[config.mk]
export PLATFORM = sky130hd
export DESIGN_NAME = input_port_mcast
export DESIGN_NICKNAME = d
export VERILOG_FILES = /design/src/rtl/noc_pkg.sv /design/src/rtl/sync_fifo.sv /design/src/rtl/input_port_mcast.sv
export SDC_FILE = /design/constraint.sdc
export NUM_CORES = 1
export LEC_CHECK = 0
export CAP_MARGIN = 30
export CORE_ASPECT_RATIO = 1.2
export CORE_MARGIN = 10
export CORE_UTILIZATION = 45
export CTS_CLUSTER_SIZE = 10
export DETAILED_ROUTE_END_ITERATION = 8
export PLACE_DENSITY = 0.73
export SYNTH_ARGS = -nofsm -noshare
export SYNTH_HDL_FRONTEND = slang
export SYNTH_SLANG_ARGS = --single-unit
[constraint.sdc]
create_clock -name clk -period 1.99 [get_ports clk]
set_input_delay 0.597 -clock clk [delete_from_list [all_inputs] [get_ports clk]]
set_output_delay 0.597 -clock clk [all_outputs]
set_load 0.01 [all_outputs]
[src/rtl/noc_pkg.sv]
// Shared NoC types and default dimensions for the crossbar input stage.
// Consumers: sync_fifo, input_port_mcast (optional stats via INPORT_STATS_EN).
package noc_pkg;

    localparam int NOC_PORTS = 2;
    localparam int NOC_WIDTH = 8;
    localparam int NOC_DEPTH = 4;

    typedef logic [NOC_PORTS-1:0] dest_mask_t;

    // Destination mask sits in the upper bits of a stored entry.
    typedef struct packed {
        dest_mask_t           dest;
        logic [NOC_WIDTH-1:0] data;
    } flit_entry_t;

endpackage

[src/rtl/sync_fifo.sv]
// Single-clock FIFO with count-based full/empty, a zeroed head when empty,
// and a lookahead of the top PEEK_W bits of the entry behind the head.
module sync_fifo
    import noc_pkg::*;
#(
    parameter int W      = NOC_PORTS + NOC_WIDTH,
    parameter int DEPTH  = NOC_DEPTH,
    parameter int PEEK_W = NOC_PORTS,
    parameter int CW     = $clog2(DEPTH + 1)
) (
    input  logic              clk,
    input  logic              rst_n,
    input  logic              push,
    input  logic [W-1:0]      wr_data,
    input  logic              pop,
    output logic [W-1:0]      head,
    output logic [PEEK_W-1:0] next_hi,
    output logic [CW-1:0]     count
);

    localparam int AW = $clog2(DEPTH);

    logic [W-1:0]  mem [DEPTH];
    logic [AW-1:0] wr_ptr;
    logic [AW-1:0] rd_ptr;
    logic [AW-1:0] rd_ptr_nx;

    assign rd_ptr_nx = rd_ptr + AW'(1);
    assign head      = (count != '0) ? mem[rd_ptr] : '0;
    assign next_hi   = mem[rd_ptr_nx][W-1 -: PEEK_W];

    always_ff @(posedge clk) begin
        if (push) begin
            mem[wr_ptr] <= wr_data;
        end
    end

    // Pointers wrap naturally because DEPTH is a power of two.
    always_ff @(posedge clk or negedge rst_n) begin
        if (!rst_n) begin
            wr_ptr <= '0;
            rd_ptr <= '0;
            count  <= '0;
        end else begin
            if (push) wr_ptr <= wr_ptr + AW'(1);
            if (pop)  rd_ptr <= rd_ptr_nx;
            case ({push, pop})
                2'b10:   count <= count + CW'(1);
                2'b01:   count <= count - CW'(1);
                default: count <= count;
            endcase
        end
    end

endmodule

[src/rtl/input_port_mcast.sv]
// Crossbar input stage: buffers flits, presents the head with its remaining
// multicast mask, retires once all outputs served. Macro INPORT_STATS_EN adds stats.
module input_port_mcast
    import noc_pkg::*;
#(
    parameter int PORTS = NOC_PORTS,
    parameter int WIDTH = NOC_WIDTH,
    parameter int DEPTH = NOC_DEPTH
) (
    input  logic                         clk,
    input  logic                         rst_n,
    input  logic                         in_valid,
    output logic                         in_ready,
    input  logic [WIDTH-1:0]             in_data,
    input  logic [PORTS-1:0]             in_dest,
    output logic [WIDTH-1:0]             data_o,
    output logic [PORTS-1:0]             dest,
    input  logic [PORTS-1:0]             ack,
    output logic [$clog2(DEPTH+1)-1:0]   count
`ifdef INPORT_STATS_EN
    ,
    output logic [15:0]                  stat_flits,
    output logic [15:0]                  stat_stall
`endif
);

    localparam int CW = $clog2(DEPTH + 1);

    typedef struct packed {
        logic [PORTS-1:0] dest;
        logic [WIDTH-1:0] data;
    } entry_t;

    entry_t           wr_e;
    entry_t           head_e;
    logic [PORTS-1:0] next_dest;
    logic [PORTS-1:0] rem;
    logic             nonempty;
    logic             push;
    logic             retire;

    // Handshake: a flit transfers on a rising edge where in_valid && in_ready.
    // in_ready depends only on reset and fill level, never on ack.
    assign in_ready = rst_n && (count < CW'(DEPTH));
    assign push     = in_valid && in_ready && (in_dest != '0);
    assign nonempty = (count != '0);
    assign retire   = nonempty && ((rem & ~ack) == '0);
    assign wr_e     = '{dest: in_dest, data: in_data};

    sync_fifo #(
        .W      (PORTS + WIDTH),
        .DEPTH  (DEPTH),
        .PEEK_W (PORTS),
        .CW     (CW)
    ) u_fifo (
        .clk     (clk),
        .rst_n   (rst_n),
        .push    (push),
        .wr_data (wr_e),
        .pop     (retire),
        .head    (head_e),
        .next_hi (next_dest),
        .count   (count)
    );

    // rem loads a fresh mask whenever a new flit becomes head; otherwise it only sheds bits.
    always_ff @(posedge clk or negedge rst_n) begin
        if (!rst_n) begin
            rem <= '0;
        end else if (retire) begin
            if (count > CW'(1)) rem <= next_dest;
            else if (push)      rem <= in_dest;
            else                rem <= '0;
        end else if (!nonempty) begin
            if (push) rem <= in_dest;
        end else begin
            rem <= rem & ~ack;
        end
    end

    assign data_o = head_e.data;
    assign dest   = rem;

`ifdef INPORT_STATS_EN
    always_ff @(posedge clk or negedge rst_n) begin
        if (!rst_n) begin
            stat_flits <= '0;
            stat_stall <= '0;
        end else begin
            if (retire && stat_flits != 16'hFFFF)
                stat_flits <= stat_flits + 16'd1;
            if (nonempty && ((ack & rem) == '0) && stat_stall != 16'hFFFF)
                stat_stall <= stat_stall + 16'd1;
        end
    end
`endif

    a_no_push_full: assert property (@(posedge clk) disable iff (!rst_n)
        push |-> (count < CW'(DEPTH)));
    a_no_ack_empty: assert property (@(posedge clk) disable iff (!rst_n)
        !nonempty |-> (ack == '0));
    a_rem_no_gain: assert property (@(posedge clk) disable iff (!rst_n)
        (nonempty && !retire) |=> ((rem & ~$past(rem)) == '0));

endmodule

# Word level (Yosys, flattened, before mapping)
# Memory sizes are Yosys's and may differ from the RTL's.
# Index checks and enable logic that the tools add are counted.
[word_totals]
out_inout_bits = 14
n_memories = 1
ram_bits = 40
word_cells = 33
register_bits = 9
[memory_table]
columns = ["memory", "depth", "word_bits", "rd", "rd_clocked_by_memory_dff", "write_ports", "line_no", "rtl"]
rows = [
  ["u_fifo.mem", 4, 10, 2, 0, 1, "sync_fifo.sv:23", "logic [W-1:0] mem [DEPTH];"],
]
[classes]
n_mux = 9
reduce_logical = 9
n_eq_ne = 2
add_sub_neg = 4
bitwise = 2
magnitude_cmp = 2
[ops]
columns = ["operator", "n"]
rows = [
  ["$mux W2", 5],
  ["$mux W8", 1],
  ["$pmux W3 S2", 1],
  ["$reduce_bool A3 Y1", 2],
  ["$add A2 B1 Y2 const B", 2],
  ["$logic_and A1 B1 Y1", 4],
  ["$reduce_bool A2 Y1", 2],
  ["$add A3 B1 Y3 const B", 1],
  ["$gt A3 B1 Y1 const B", 1],
  ["$lt A3 B3 Y1 const B", 1],
  ["$sub A3 B1 Y3 const B", 1],
  ["$and A2 B2 Y2", 1],
  ["$eq A2 B1 Y1 const B", 1],
  ["$eq A2 B2 Y1 const B", 1],
  ["$logic_not A2 Y1", 1],
  ["$mux W1", 2],
  ["$not A2 Y2", 1],
]

# Longest topological paths before layout
# Gate-level depths: netlist of the first run.
[logic_depth]
depth_word = 7
depth_mapped = 8
ltp_nobuf = 8

# Hierarchy
# Synthesis of the first run repeated with hierarchy kept, for this count alone.
[hier_totals]
hier_cells = 127
area_unflattened_um2 = 2179.6
[by_module_without_submodules]
columns = ["module", "instances", "cells_each", "area_each_um2"]
rows = [
  ["sync_fifo", 1, 100, 1954.4],
  ["input_port_mcast", 1, 27, 225.2],
]

# Worst setup path after synthesis of the first run
# OpenSTA, ideal clock, no wires.
[synth_path]
path_type = "reg2out"
from = "reg u_fifo.rd_ptr[0]"
to = "out data_o[0]"
path_buffers = 1
arrival_time_ns = 1.314
path_stages_with_launch = 4
required_ns = 1.393
setup_slack_ns = 0.079
cell_sequence = "dfrtp_1 -> buf_2 -> mux4_1 -> and2_1"
[synth_via]
elab_chain_cells = 2
[synth_lines]
columns = ["item", "line_no", "rtl"]
rows = [
  ["from (decl)", "sync_fifo.sv:25", "logic [AW-1:0] rd_ptr;"],
  ["from (signal assigned)", "sync_fifo.sv:46", "if (pop) rd_ptr <= rd_ptr_nx;"],
  ["$mem_v2 Z4 W10", "--", ""],
  ["$mux W8", "sync_fifo.sv:29", "assign head = (count != '0) ? mem[rd_ptr] : '0;"],
  ["to (decl)", "input_port_mcast.sv:16", "output logic [WIDTH-1:0] data_o,"],
]
# No other way between the ends.

# Worst setup path in the final report of the first run
[layout_path]
from = "reg u_fifo.rd_ptr[0]"
to = "out data_o[5]"
# The elaborated chain is that of the path after synthesis.

==> flow_summary.json, run 1 <==
{
  "fin_cells": 238,
  "max-vdd-ir-drop_mv": 0.721,
  "htree_levels": 2,
  "gp_congestion": 0.744,
  "rr_startpoint": "u_fifo.rd_ptr[1]",
  "crit_chain": "buf_12 -> mux4_2 -> and2_4 -> buf_6",
  "wl_per_cell_um": 17.6,
  "rows": 27,
  "regArea_um2": 1430,
  "worstSetupPathType": "reg -> out",
  "crit_start": "u_fifo.rd_ptr[0]",
  "end_kind": "output pin",
  "power_leakage_nw": 1.09,
  "ioPinCount": 29,
  "drive_above_1_share_pct": 35.6,
  "cts_tree": "done",
  "path_max_fanout": 6,
  "slowest_stage": "mux4_2",
  "synth_top_flop_cell": "edfxtp_1",
  "synth_warnings": 0,
  "required_ps": 1390,
  "clkTransAtPathRegs_ps": 90,
  "setup_slack_ps": -269,
  "finish.utilization_pct": 61.9,
  "dieArea_um2": 7920,
  "synth_top_area_share_pct": 56.1,
  "ys_async_sr_fraction_pct": 18.4,
  "drc": 0,
  "place_inst": 224,
  "synth_area_leaders": "edfxtp_1 (56%), mux4_1 (11%), dfrtp_1 (11%)",
  "powerDensity_nw_per_um2": 1380,
  "synth_edf_count": 40,
  "area_delta_synth_final_pct": 32.9,
  "tns_ps": -2040,
  "drv_cap": 0,
  "multi_input_area_um2": 672,
  "grt_pass1_vias": 1344,
  "cpPeakStageDelay_ps": 500,
  "setup-violations-final": 8,
  "maxSlewHeadroom_pct": 67.9,
  "coreArea_um2": 4590,
  "finalCriticalPeriod_ps": 2260,
  "synth.distinct_cells": 28,
  "syn_avg_cell_area_um2": 17.7,
  "ctsHoldBuffers": 0,
  "cts.sinks": 49,
  "syn_inst": 121,
  "ys_seq_area_share_pct": 66.7,
  "report.final.slew_viol_count": 0,
  "ant_nets": 0,
  "viasPerCell": 5.17,
  "port_buffers": 28,
  "cts-buffers-inserted": 5,
  "drt_iter0_drc": 53,
  "skew_ps": 2.76,
  "nets": 203,
  "violations": "setup timing",
  "post-dp-hpwl_um": 2860,
  "dr.pass1.iters": 4,
  "rsz0062_at_grt": "true",
  "track_usage_pct": 11.0,
  "grt_max_degree": 18,
  "arrival_ps": 1660,
  "grt_pass1_wl_um": 6840,
  "hold_path_class": "in -> async",
  "cts.path.max_buffers": 2,
  "dpl_cell_area_um2": 2690,
  "syn-cell-area_um2": 2140,
  "period_share_pct": 114,
  "cp-start-kind": "register",
  "die_h_um": 95.5,
  "antenna_found_initial": 0,
  "fmax_ghz": 0.443,
  "synth_nets": 145,
  "initial_core_util_pct": 46.6,
  "antenna_cells": 0,
  "dieWidth_um": 82.9,
  "synth-seq-cells": 49,
  "tightest_slew_ps": 482,
  "cts-root-buf": "clkbuf_8",
  "clk_latency_ps": 300,
  "stdcell_area_um2": 2840,
  "wl_um": 4180,
  "n_fill_cell": 364,
  "vias": 1231,
  "hold_viol": 0,
  "synth_top_cell_by_area": "edfxtp_1",
  "status": "complete, but fails checks",
  "overflow": 0
}
==> cell usage after synthesis, types with 2 or more instances <==
cell type,count
ha_1,9
xnor2_1,4
dfrtp_1,9
a21boi_0,2
o21ai_0,2
inv_1,5
edfxtp_1,40
or2b_1,2
nand2_1,3
xor2_1,2
and2_1,12
a221o_1,2
nor2_1,4
mux4_1,9
nor2b_1,3
==> final timing paths <==
check / endpoint / slack, ps / cells after the start
worst max-delay path: data_o[5] / -270 / 4
max in group asynchronous: u_fifo.rd_ptr[0] / 1490 / 3
worst max register to register: dest[1] / 90 / 4
worst min register to register: u_fifo.count[2] / 600 / 2
worst min-delay path: dest[1] / 350 / 3
min in group clk: u_fifo.count[2] / 600 / 2
==> cell families (layout without fill, tap and decap cells) <==
logic type / count (synthesis) / count (layout) / share of synthesized area, %
buffers and inverters: 8 / 67 / 1.81
XOR/XNOR: 6 / 6 / 2.46
AND/OR/NAND/NOR: 28 / 28 / 7.66
adder cells (fa/ha/maj): 9 / 9 / 5.26
multiplexers: 11 / 11 / 12.6
flip-flops: 49 / 49 / 66.7
AO/OA/AOI/OAI: 10 / 10 / 3.57
==> timing repair <==
| action | in CTS | in global routing |
|---|---|---|
| setup endpoints to repair | 51 | 52 |
| pin swaps | 1 | 1 |
| setup buffers | 3 | 2 |
| cloned | 1 | 0 |
| resized for setup | 58 | 7 |
==> cells in the final DEF (no fill, tap or decap), drive strengths merged <==
master          n
xor2            2
nand2           3
clkbuf          6
o211ai          1
o2111ai         1
edfxtp         40
or3             1
and3            1
o21ai           2
or2b            2
nor2            4
a21boi          2
nand2b          1
xnor2           4
mux4           10
o21ba           1
nand3b          1
clkdlybuf4s50  17
buf            34
ha              9
a21oi           1
dfrtp           9
nor2b           3
clkinvlp        2
a221o           2
dlymetal6s2s    2
inv             6
and2           12
mux2i           1
==> critical path, delay by kind of cell (launching register included) <==
family / cells / cell delay, ps
buffers and inverters: 2 / 250
DFF: 1 / 430
and+or+nand+nor: 1 / 170
muxes: 1 / 500
==> layer usage <==
layer | track usage, % | share of wire, % | vias up
met5 | 0 | 0 | -
met4 | 5.40 | 1.7 | 0
met3 | 3.16 | 4.0 | 7
met2 | 19.0 | 51 | 35
met1 | 12.3 | 43 | 616
li1 | - | - | 573
==> power by group <==
part / internal, mW / leakage [nW] / total, mW / switching, mW
logic: 1.17 / 0.576 / 1.93 / 0.757
registers: 1.27 / 0.467 / 1.39 / 0.125
clock network: 0.255 / 0.0423 / 0.588 / 0.333
==> metrics by stage <==
step                hold WS [ps]  total power, mW  worst slack, ps
floorplan                    301             2.28             79.2
global placement             557             3.04             -382
detailed placement           583             3.11             -410
CTS                          601             3.89             -316
global route                 381             4.15             -332
finish                       354             3.91             -269
==> flip-flops by register name, indices dropped and copies added, names as in the netlist <==
| signal | cells |
|---|---|
| u_fifo.mem | 40 |
| u_fifo.wr_ptr | 2 |
| u_fifo.count | 3 |
| u_fifo.rd_ptr | 2 |
| dest | 2 |
==> cell type report <==
class / instances / share of cell area (%)
Sequential cell: 49 / 50.2
Multi-Input combinational cell: 64 / 23.6
Timing Repair Buffer: 54 / 19.6
Tap cell: 58 / 2.55
Clock buffer: 5 / 2.42
Clock inverter: 3 / 0.924
Inverter: 5 / 0.660
Power figures use the tool's default switching activity.
==> run 2, diff against run 1 <==
CELL_PAD_IN_SITES_DETAIL_PLACEMENT = 1   (was unset)
CELL_PAD_IN_SITES_GLOBAL_PLACEMENT = 1   (was unset)
DONT_BUFFER_PORTS = 1   (was unset)
GPL_TIMING_DRIVEN = 0   (was unset)
PLACE_DENSITY = 0.74   (was 0.73)
==> flow_summary.json, run 2 (synthesis results as in run 1) <==
{
  "maxSlewHeadroom_pct": 69.6,
  "antenna_found_initial": 0,
  "track_usage_pct": 11.3,
  "wl_per_cell_um": 22.1,
  "dr.pass1.iters": 4,
  "grt_pass1_wl_um": 6870,
  "slowest_stage": "mux4_2",
  "dp_slack_ps": -277,
  "skew_ps": 3.08,
  "reg2reg_depth": 8,
  "clk_latency_ps": 290,
  "overflow": 0,
  "grt_max_degree": 16,
  "cts.path.max_buffers": 2,
  "largest_registers": "u_fifo.mem x40, u_fifo.count x3",
  "end_kind": "output pin",
  "htree_levels": 2,
  "path_max_fanout": 5,
  "ioPinCount": 29,
  "grt_use_met1_pct": 11.8,
  "cts-root-buf": "clkbuf_8",
  "drc": 0,
  "grt_use_met2_pct": 19.7,
  "drive_above_1_share_pct": 34.3,
  "drv_cap": 0,
  "dieArea_um2": 7920,
  "multi_input_area_um2": 684,
  "arrival_ps": 1520,
  "rsz0062_at_grt": "true",
  "required_ps": 1390,
  "cts.sinks": 49,
  "post-dp-hpwl_um": 2820,
  "clkTransAtPathRegs_ps": 80,
  "coreArea_um2": 4590,
  "setup_slack_ps": -131,
  "wl_um": 4310,
  "setup-violations-final": 8,
  "tns_ps": -920,
  "cts-buffers-inserted": 5,
  "report.final.slew_viol_count": 0,
  "power_leakage_nw": 0.871,
  "stdcell_area_um2": 2430,
  "hold_viol": 0,
  "initial_core_util_pct": 46.6,
  "die_h_um": 95.5,
  "antenna_cells": 0,
  "finalCriticalPeriod_ps": 2120,
  "vias": 1074,
  "viasPerCell": 5.51,
  "final_common_cell": "edfxtp_1",
  "rows": 27,
  "ant_nets": 0,
  "crit_chain": "buf_6 -> mux4_2 -> and2_4",
  "n_fill_cell": 443,
  "period_share_pct": 107,
  "worstSetupPathType": "reg -> out",
  "port_buffers": 0,
  "hold_path_class": "in -> reg",
  "cts_tree": "done",
  "dpl_cell_area_um2": 2210,
  "cp-start-kind": "register",
  "status": "complete, but fails checks",
  "cpPeakStageDelay_ps": 500,
  "dieWidth_um": 82.9,
  "use_met3_pct": 5.20,
  "min_path_cells": 0,
  "tightest_slew_ps": 455,
  "regArea_um2": 1430,
  "gp_congestion": 0.734,
  "grt_pass1_vias": 1242,
  "area_delta_synth_final_pct": 13.4,
  "max-vdd-ir-drop_mv": 0.573,
  "nets": 160,
  "top_register": "u_fifo.mem",
  "drt_iter0_drc": 35,
  "busiest_layer": "met2",
  "powerDensity_nw_per_um2": 1460,
  "final_cell_mix": "edfxtp_1 (40), mux4_2 (9), and2_4 (8), ha_1 (8), clkbuf_8 (7)",
  "fmax_ghz": 0.471,
  "p_total_mw": 3.53,
  "finish.utilization_pct": 52.8,
  "violations": "setup timing",
  "largest_reg_flops": 40
}
[run 2: repair_timing]
item,4_1_cts,5_1_grt
hold endpoints to repair,9,0
cloned,2,0
resized for setup,30,7
hold buffers,1,0
endpoints found under the setup margin,51,10
pin swaps,8,1
buffers inserted,4,1
[run 2: critical path, delay by kind of cell (launching register included)]
| kind | cells | cell delay (ps) |
|---|---|---|
| buf+inv | 1 | 150 |
| flops | 1 | 410 |
| mux | 1 | 500 |
| simple gates | 1 | 170 |
[run 2: layout make-up]
type / instances / area share (%)
flip-flops and latches: 49 / 58.9
multi-input cells: 64 / 28.2
clock buffers: 6 / 2.99
repair buffers: 8 / 2.99
well taps: 58 / 2.99
clock inverters: 2 / 1.60
plain buffers: 3 / 1.50
inverters: 5 / 0.774
[run 2: report_power, final]
group / internal [mW] / switching (mW) / total (mW) / leakage (nW)
Clock: 0.377 / 0.308 / 0.685 / 0.0554
Sequential: 1.27 / 0.165 / 1.44 / 0.465
Combinational: 0.777 / 0.635 / 1.41 / 0.351
Total: 2.43 / 1.11 / 3.53 / 0.871
[run 2: worst paths after layout]
kind | start | end | slack (ps)
worst min-delay path | in_dest[0] | u_fifo.mem[3][8] | 390
worst min register to register | u_fifo.count[0] | u_fifo.count[0] | 620
worst max register to register | u_fifo.count[0] | u_fifo.count[2] | 160
worst max-delay path | u_fifo.rd_ptr[0] | data_o[4] | -130
min in group asynchronous | rst_n | dest[0] | 680
max in group asynchronous | rst_n | u_fifo.count[0] | 970
[run 2: layer usage]
metal	vias to the layer above	wire length, um
met1	545	1610
met5	-	0
met3	7	435
met2	39	2200
li1	483	-
met4	0	66
[run 2: through the flow]
stage / cells / hold WS [ps]
4_1_cts: 194 / 385
2_1_floorplan: 121 / 301
3_5_place_dp: 179 / 302
6_report: 195 / 393
3_3_place_gp: 179 / 302
5_1_grt: 195 / 372
